===== config.mk =====
export PLATFORM = sky130hd
export DESIGN_NAME = wb_mem_loader
export DESIGN_NICKNAME = d
export VERILOG_FILES = /design/src/rtl/wb_mem_loader.sv
export SDC_FILE = /design/constraint.sdc
export NUM_CORES = 1
export LEC_CHECK = 0
export CAP_MARGIN = 10
export CORE_MARGIN = 10
export CORE_UTILIZATION = 37
export CTS_CLUSTER_SIZE = 40
export DETAILED_ROUTE_END_ITERATION = 8
export GPL_TIMING_DRIVEN = 0
export MAX_ROUTING_LAYER = met4
export PLACE_DENSITY = 0.85
export SLEW_MARGIN = 5
export SYNTH_ARGS = -nofsm -noshare
export SYNTH_HDL_FRONTEND = slang
export SYNTH_SLANG_ARGS = --single-unit
export TNS_END_PERCENT = 10

===== constraint.sdc =====
create_clock -name clk -period 4.2 [get_ports clk]
set_input_delay 0.84 -clock clk [delete_from_list [all_inputs] [get_ports clk]]
set_output_delay 0.84 -clock clk [all_outputs]
set_load 0.005 [all_outputs]

===== src/rtl/wb_mem_loader.sv =====
// Wishbone program loader and SRAM port arbiter for the instr/data memories.
// Define LOADER_READBACK_EN to allow DATA-window reads from SRAM (RD/RDW states).
module wb_mem_loader (
    input  logic        clk,
    input  logic        reset,
    input  logic        wbs_cyc_i,
    input  logic        wbs_stb_i,
    input  logic        wbs_we_i,
    input  logic [31:0] wbs_adr_i,
    input  logic [31:0] wbs_dat_i,
    input  logic [3:0]  wbs_sel_i,
    output logic        wbs_ack_o,
    output logic [31:0] wbs_dat_o,
    input  logic [12:0] uP_instr_mem_addr,
    input  logic [7:0]  uP_data_mem_addr,
    input  logic [15:0] uP_write_data,
    input  logic        uP_dataw_en,
    input  logic        hlt,
    output logic        start,
    output logic [12:0] instr_mem_addr,
    output logic [15:0] instr_write_data,
    output logic        instrw_en,
    input  logic [15:0] instr,
    output logic [7:0]  data_mem_addr,
    output logic [15:0] data_write_data,
    output logic        dataw_en,
    input  logic [15:0] data_read_data
);

    localparam logic [1:0] REG_CTRL   = 2'd0;
    localparam logic [1:0] REG_PTR    = 2'd1;
    localparam logic [1:0] REG_DATA   = 2'd2;
    localparam logic [1:0] REG_STATUS = 2'd3;

`ifdef LOADER_READBACK_EN
    typedef enum logic [2:0] {IDLE, WR, ACK, RD, RDW} state_t;
`else
    typedef enum logic [2:0] {IDLE, WR, ACK} state_t;
`endif

    state_t      state_q;
    logic        run_q;
    logic        sel_q;
    logic        err_q;
    logic        hlt_q;
    logic        ack_q;
    logic [12:0] ptr_q;
    logic [15:0] readData_q;
    logic [15:0] writeData_q;
    logic        instrWe_q;
    logic        dataWe_q;

    logic        req;
    logic [1:0]  regSel;
    logic        haltRise;
    logic [12:0] ptrInc;
    logic [15:0] regRead;
    logic        unusedBits;

    assign req      = wbs_cyc_i & wbs_stb_i;
    assign regSel   = wbs_adr_i[3:2];
    assign haltRise = hlt & ~hlt_q;
    // The data memory only has 8 address bits, so its pointer wraps at 256 and drops the high bits.
    assign ptrInc   = sel_q ? {5'd0, ptr_q[7:0] + 8'd1} : ptr_q + 13'd1;
    assign unusedBits = ^{wbs_sel_i, wbs_adr_i[31:4], wbs_adr_i[1:0], wbs_dat_i[31:16],
                          instr, data_read_data};

    always_comb begin
        regRead = 16'd0;
        case (regSel)
            REG_CTRL:   regRead = {14'd0, sel_q, run_q};
            REG_PTR:    regRead = {3'd0, ptr_q};
            REG_STATUS: regRead = {13'd0, err_q, run_q, hlt};
            default:    regRead = 16'd0;
        endcase
    end

    always_ff @(posedge clk or negedge reset) begin
        if (!reset) begin
            state_q     <= IDLE;
            run_q       <= 1'b0;
            sel_q       <= 1'b0;
            err_q       <= 1'b0;
            hlt_q       <= 1'b0;
            ack_q       <= 1'b0;
            ptr_q       <= 13'd0;
            readData_q  <= 16'd0;
            writeData_q <= 16'd0;
            instrWe_q   <= 1'b1;
            dataWe_q    <= 1'b1;
        end else begin
            hlt_q     <= hlt;
            ack_q     <= 1'b0;
            instrWe_q <= 1'b1;
            dataWe_q  <= 1'b1;
            if (run_q && haltRise) begin
                run_q <= 1'b0;
            end
            case (state_q)
                IDLE: begin
                    if (req && regSel == REG_DATA) begin
                        if (run_q) begin
                            err_q   <= 1'b1;
                            ack_q   <= 1'b1;
                            state_q <= ACK;
                            if (!wbs_we_i) begin
                                readData_q <= 16'd0;
                            end
                        end else if (wbs_we_i) begin
                            writeData_q <= wbs_dat_i[15:0];
                            instrWe_q   <= sel_q;
                            dataWe_q    <= ~sel_q;
                            state_q     <= WR;
                        end else begin
`ifdef LOADER_READBACK_EN
                            state_q <= RD;
`else
                            readData_q <= 16'd0;
                            ack_q      <= 1'b1;
                            state_q    <= ACK;
`endif
                        end
                    end else if (req) begin
                        ack_q   <= 1'b1;
                        state_q <= ACK;
                        if (wbs_we_i) begin
                            // Placed after the halt clear so a same-cycle CTRL write takes priority.
                            case (regSel)
                                REG_CTRL: begin
                                    run_q <= wbs_dat_i[0];
                                    sel_q <= wbs_dat_i[1];
                                end
                                REG_PTR:    ptr_q <= wbs_dat_i[12:0];
                                REG_STATUS: err_q <= 1'b0;
                                default:    ;
                            endcase
                        end else begin
                            readData_q <= regRead;
                        end
                    end
                end
                WR: begin
                    ptr_q   <= ptrInc;
                    ack_q   <= 1'b1;
                    state_q <= ACK;
                end
`ifdef LOADER_READBACK_EN
                RD: state_q <= RDW;
                RDW: begin
                    readData_q <= sel_q ? data_read_data : instr;
                    ptr_q      <= ptrInc;
                    ack_q      <= 1'b1;
                    state_q    <= ACK;
                end
`endif
                ACK:     state_q <= IDLE;
                default: state_q <= IDLE;
            endcase
        end
    end

    assign start     = run_q;
    assign wbs_ack_o = ack_q;
    assign wbs_dat_o = {16'd0, readData_q};

    // Instruction memory stays read-only while the processor owns the ports.
    assign instr_mem_addr   = run_q ? uP_instr_mem_addr : ptr_q;
    assign instr_write_data = run_q ? uP_write_data     : writeData_q;
    assign instrw_en        = run_q ? 1'b1              : instrWe_q;
    assign data_mem_addr    = run_q ? uP_data_mem_addr  : ptr_q[7:0];
    assign data_write_data  = run_q ? uP_write_data     : writeData_q;
    assign dataw_en         = run_q ? uP_dataw_en       : dataWe_q;

endmodule

# --- Word-level counts from Yosys, hierarchy flattened ---
# Cells that the tools add are included.
word_totals:
  ff_bits: 55
  in_bits: 144
classes:
  mux: 45
  add_sub_neg: 2
  eq_ne: 12
  n_bitwise: 6
  reduce_logical: 13
ops:
  columns: ["operator", "count"]
  rows:
  - ["$mux W16", 5]
  - ["$mux W13", 6]
  - ["$pmux W13 S3", 1]
  - ["$pmux W13 S2", 1]
  - ["$mux W1", 25]
  - ["$reduce_and A5 Y1", 3]
  - ["$add A13 B1 Y13 const B", 1]
  - ["$ne A2 B2 Y1 const B", 6]
  - ["$add A8 B1 Y8 const B", 1]
  - ["$mux W8", 1]
  - ["$reduce_and A4 Y1", 2]
  - ["$reduce_bool A2 Y1", 4]
  - ["$mux W3", 2]
  - ["$pmux W3 S2", 1]
  - ["$eq A2 B2 Y1 const B", 2]
  - ["$mux W2", 2]
  - ["$not A1 Y1", 4]
  - ["$eq A3 B1 Y1 const B", 1]
  - ["$logic_not A3 Y1", 1]
  - ["$ne A3 B3 Y1 const B", 1]
  - ["$and A1 B1 Y1", 2]
  - ["$eq A2 B1 Y1 const B", 1]
  - ["$logic_and A1 B1 Y1", 2]
  - ["$logic_not A2 Y1", 1]
  - ["2 further kinds", 2]

# --- Logic depth before layout (Yosys ltp) ---
depth:
  ltp_word: 9
  depth_mapped: 7
  mapped_depth_nobuf: 5

# --- Least setup slack after synthesis ---
# Ideal clock, no wire load.
synth_path:
  kind: "register -> output"
  from: "reg run_q (netlist: start)"
  to: "out instr_write_data[0]"
  setup_slack_ns: 1.951
  t_arrival_ns: 1.409
  n_path_buf: 3
  stages_incl_launch_ff: 5
  path_cell_list: "dfrtp_1 buf_2 buf_1 mux2_2 buf_4"
synth_via:
  elab_chain_cells: 1
synth_lines:
  columns: ["element", "line", "rtl"]
  rows:
  - ["from (decl)", "42", "logic run_q;"]
  - ["from (signal assigned)", "130", "run_q <= wbs_dat_i[0];"]
  - ["$mux W16", null, null]
  - ["to (decl)", "21", "output logic [15:0] instr_write_data,"]
# No other way between the ends.

# --- Worst setup path in the final report ---
layout_path:
  from: "reg run_q (netlist: start)"
  to: "out instr_write_data[8]"
layout_via:
  elab_chain_cells: 1
layout_lines:
  columns: ["element", "line", "rtl"]
  rows:
  - ["$mux W16", "168", "assign instr_write_data = run_q ? uP_write_data : writeData_q;"]
# No other way between the ends.

==> results.ini <==
[status]
status = complete, no violations

[route]
drtAntennaViolNets = 0
vias = 2926
vias_per_cell = 4.88
routedWlPerCell_um = 16.4
drtIter0Drc = 168
dr.pass1.iters = 4
drt-total-wl_um = 9860
drc = 0

[cells_and_area]
layout_common_cells = 129 x clkdlybuf4s50_1, 73 x nand2_1, 49 x dfrtp_1
antenna_cells = 0
register_area_mm2 = 0.00128
area_growth_pct = 52.6
multi_input_area_mm2 = 0.00153
mostFrequentLayoutCell = clkdlybuf4s50_1
drive_gt1_share_pct = 20.0
nets = 639
num-fill-cells = 732
utilization_pct = 58.0

[timing]
setup_tns_ns = 0
rsz0062_at_grt = no
hold_viol_final = 0
fin_ws_ns = 0.946
holdWs_ns = 0.424
period_minus_slack_ns = 3.25
final_max_slew_viol_count = 0
finClkSkew_ns = 0.00567
setup_violations = 0
fmax_ghz = 0.307
period_share_pct = 77.5
tightest_slew_ns = 0.586
slew_headroom_pct = 61.0

[synth]
synth_area_leaders = dfrtp_1 39%, mux2_2 11%, nand2_1 8.8%
synth.avg_cell_area_um2 = 9.19
synth-seq-cells = 51
synthesis.area_mm2 = 0.00311
yosys_warnings = 0
synth-seq-area-share_pct = 41.2
synthFlopType = dfrtp_1
syn_inst = 338
synth_cell_types = 48
synth_edf_count = 0
synth_top_area_cell = dfrtp_1
async_reset_ff_share_pct = 100
yosysTopAreaCellShare_pct = 39.5

[floorplan]
die_y_um = 112
start_util_pct = 38.0
die_w_um = 112
fp.dieArea_mm2 = 0.0125
num_rows = 33
io_pins = 233
core_area_mm2 = 0.00818

[critical_path]
regToRegSetupSlack_ns = 2.20
max_stage_delay_ns = 0.50
crit_path_cell_trace = buf_2 > buf_1 > mux2_2 > buf_4 > clkdlybuf4s50_1
crit_family = buffers and inverters
r2r-end = ptr_q[12]$_DFFE_PN0P_
worst-path-buf-inv = 4
reg2reg_depth = 5
endpoint_kind = output pin
criticalPathCategory = flip-flop to output pin
r2r-start = ptr_q[0]$_DFFE_PN0P_
cp.required_ns = 3.36
path_max_fanout = 10
cp_slowest_cell = buf_1
arrival_ns = 2.41
start_kind = flip-flop

[pwr]
p_seq_share_pct = 37.4
leakage_uw = 0.00207
p_int_uw = 1300
p_clk_share_pct = 19.1
power_frac_comb_pct = 43.6
peakVddDrop_mv = 0.218
p_per_area_mw_per_mm2 = 393
p_sw_uw = 559
total_power_uw = 1860
switching_share_pct = 30.0

[cts]
cts_buffer_depth = 2
cts_hold_buf = 0
clkTransAtPathRegs_ns = 0.09
cts_sinks = 51
post_cts_buffers = 0
cts_max_level = 2
cts-root-buf = clkbuf_8
post_cts_resized = 0
cts_tree = done
clkLatencyLatePin_ns = 0.30
cts_inserted_buffers = 5

[place]
pre_cts_ws_ns = 1.25
port_buffers = 130
gp_congestion = 0.889
hpwl_um = 8110

[flow_run]
maxCapViolCount = 0

[min_path]
hold_class = primary input to async pin

[global_routing]
grt_pass1_wl_um = 16000
grt_pass1_vias = 3103
grt_usage_pct = 15.6
antenna_found_initial = 0
grt_overflow_total = 0
grt_max_degree = 39

==> registers in the layout, summed over array words and instances, names as in the netlist <==
register and cells:
hlt_q 1, ptr_q 13, dataWe_q 1, writeData_q 16, wbs_ack_o 1, err_q 1, state_q 2, instrWe_q 1
readData_q 13, sel_q 1, start 1
==> synth_stat cells, types with 4 or more instances <==
cell type / count
buf_4: 35
clkbuf_1: 5
mux2_2: 31
a21oi_1: 10
buf_2: 11
nand2_1: 73
nor2_1: 17
mux2_1: 6
nand2b_1: 10
nor4_1: 4
o21ai_0: 16
inv_1: 6
o21ai_1: 8
dfrtp_1: 49
a31oi_1: 6
==> worst register-to-register path: cells and delay by family, from the launching register on <==
kind,cells,cell delay (ns)
flip-flops,1,0.51
adder cells (fa/ha/maj),1,0.29
AND/OR/NAND/NOR,2,0.47
AO/OA/AOI/OAI,1,0.26
multiplexers,1,0.38
==> power groups by stage <==
stage | Combinational [uW] | Sequential (uW) | Clock (uW)
floorplan | 354 | 668 | 0
CTS | 824 | 695 | 364
global placement | 800 | 701 | 0
global route | 884 | 712 | 383
detailed placement | 820 | 705 | 0
finish | 811 | 696 | 355
==> worst max-delay path by stage <==
stage,from,end,depth (start not counted)
after floorplan,start$_DFF_PN0_,instr_write_data[0],4
after global placement,reset,readData_q[12]$_DFFE_PN0P_,1
after detailed placement,start$_DFF_PN0_,instr_write_data[8],5
after CTS,start$_DFF_PN0_,instr_write_data[0],5
after global routing,start$_DFF_PN0_,data_mem_addr[5],6
final,start$_DFF_PN0_,instr_write_data[8],5
==> cells by family (layout without fill, tap and decap cells) <==
family,Yosys count,after routing,synth area share [%]
other,1,19,0.121
multiplexers,41,41,14.9
AND/OR/NAND/NOR,127,127,20.0
flip-flops,51,51,41.2
buffers and inverters,60,199,11.9
adder cells (fa/ha/maj),1,1,0.403
AO/OA/AOI/OAI,57,57,11.6
==> metrics by stage <==
step / cells / cell area, um2
floorplan: 356 / 3170
global placement: 591 / 4610
detailed placement: 592 / 4620
CTS: 600 / 4740
global route: 600 / 4740
finish: 600 / 4740
==> per-layer routing <==
metal	up-vias	track usage (%)	routed length (um)
met3	8	3.17	686
met1	1396	17.6	3810
met5	-	-	0
met4	0	3.08	79
li1	1412	-	-
met2	110	27.8	5280
==> layout make-up <==
type / instances / area share [%]
plain buffers: 54 / 7.34
multi-input cells: 245 / 32.2
clock inverters: 2 / 0.739
flip-flops and latches: 51 / 27.0
clock buffers: 6 / 1.74
repair buffers: 131 / 27.8
well taps: 105 / 2.77
inverters: 6 / 0.475
No activity file was read; power rests on OpenSTA's default activity.
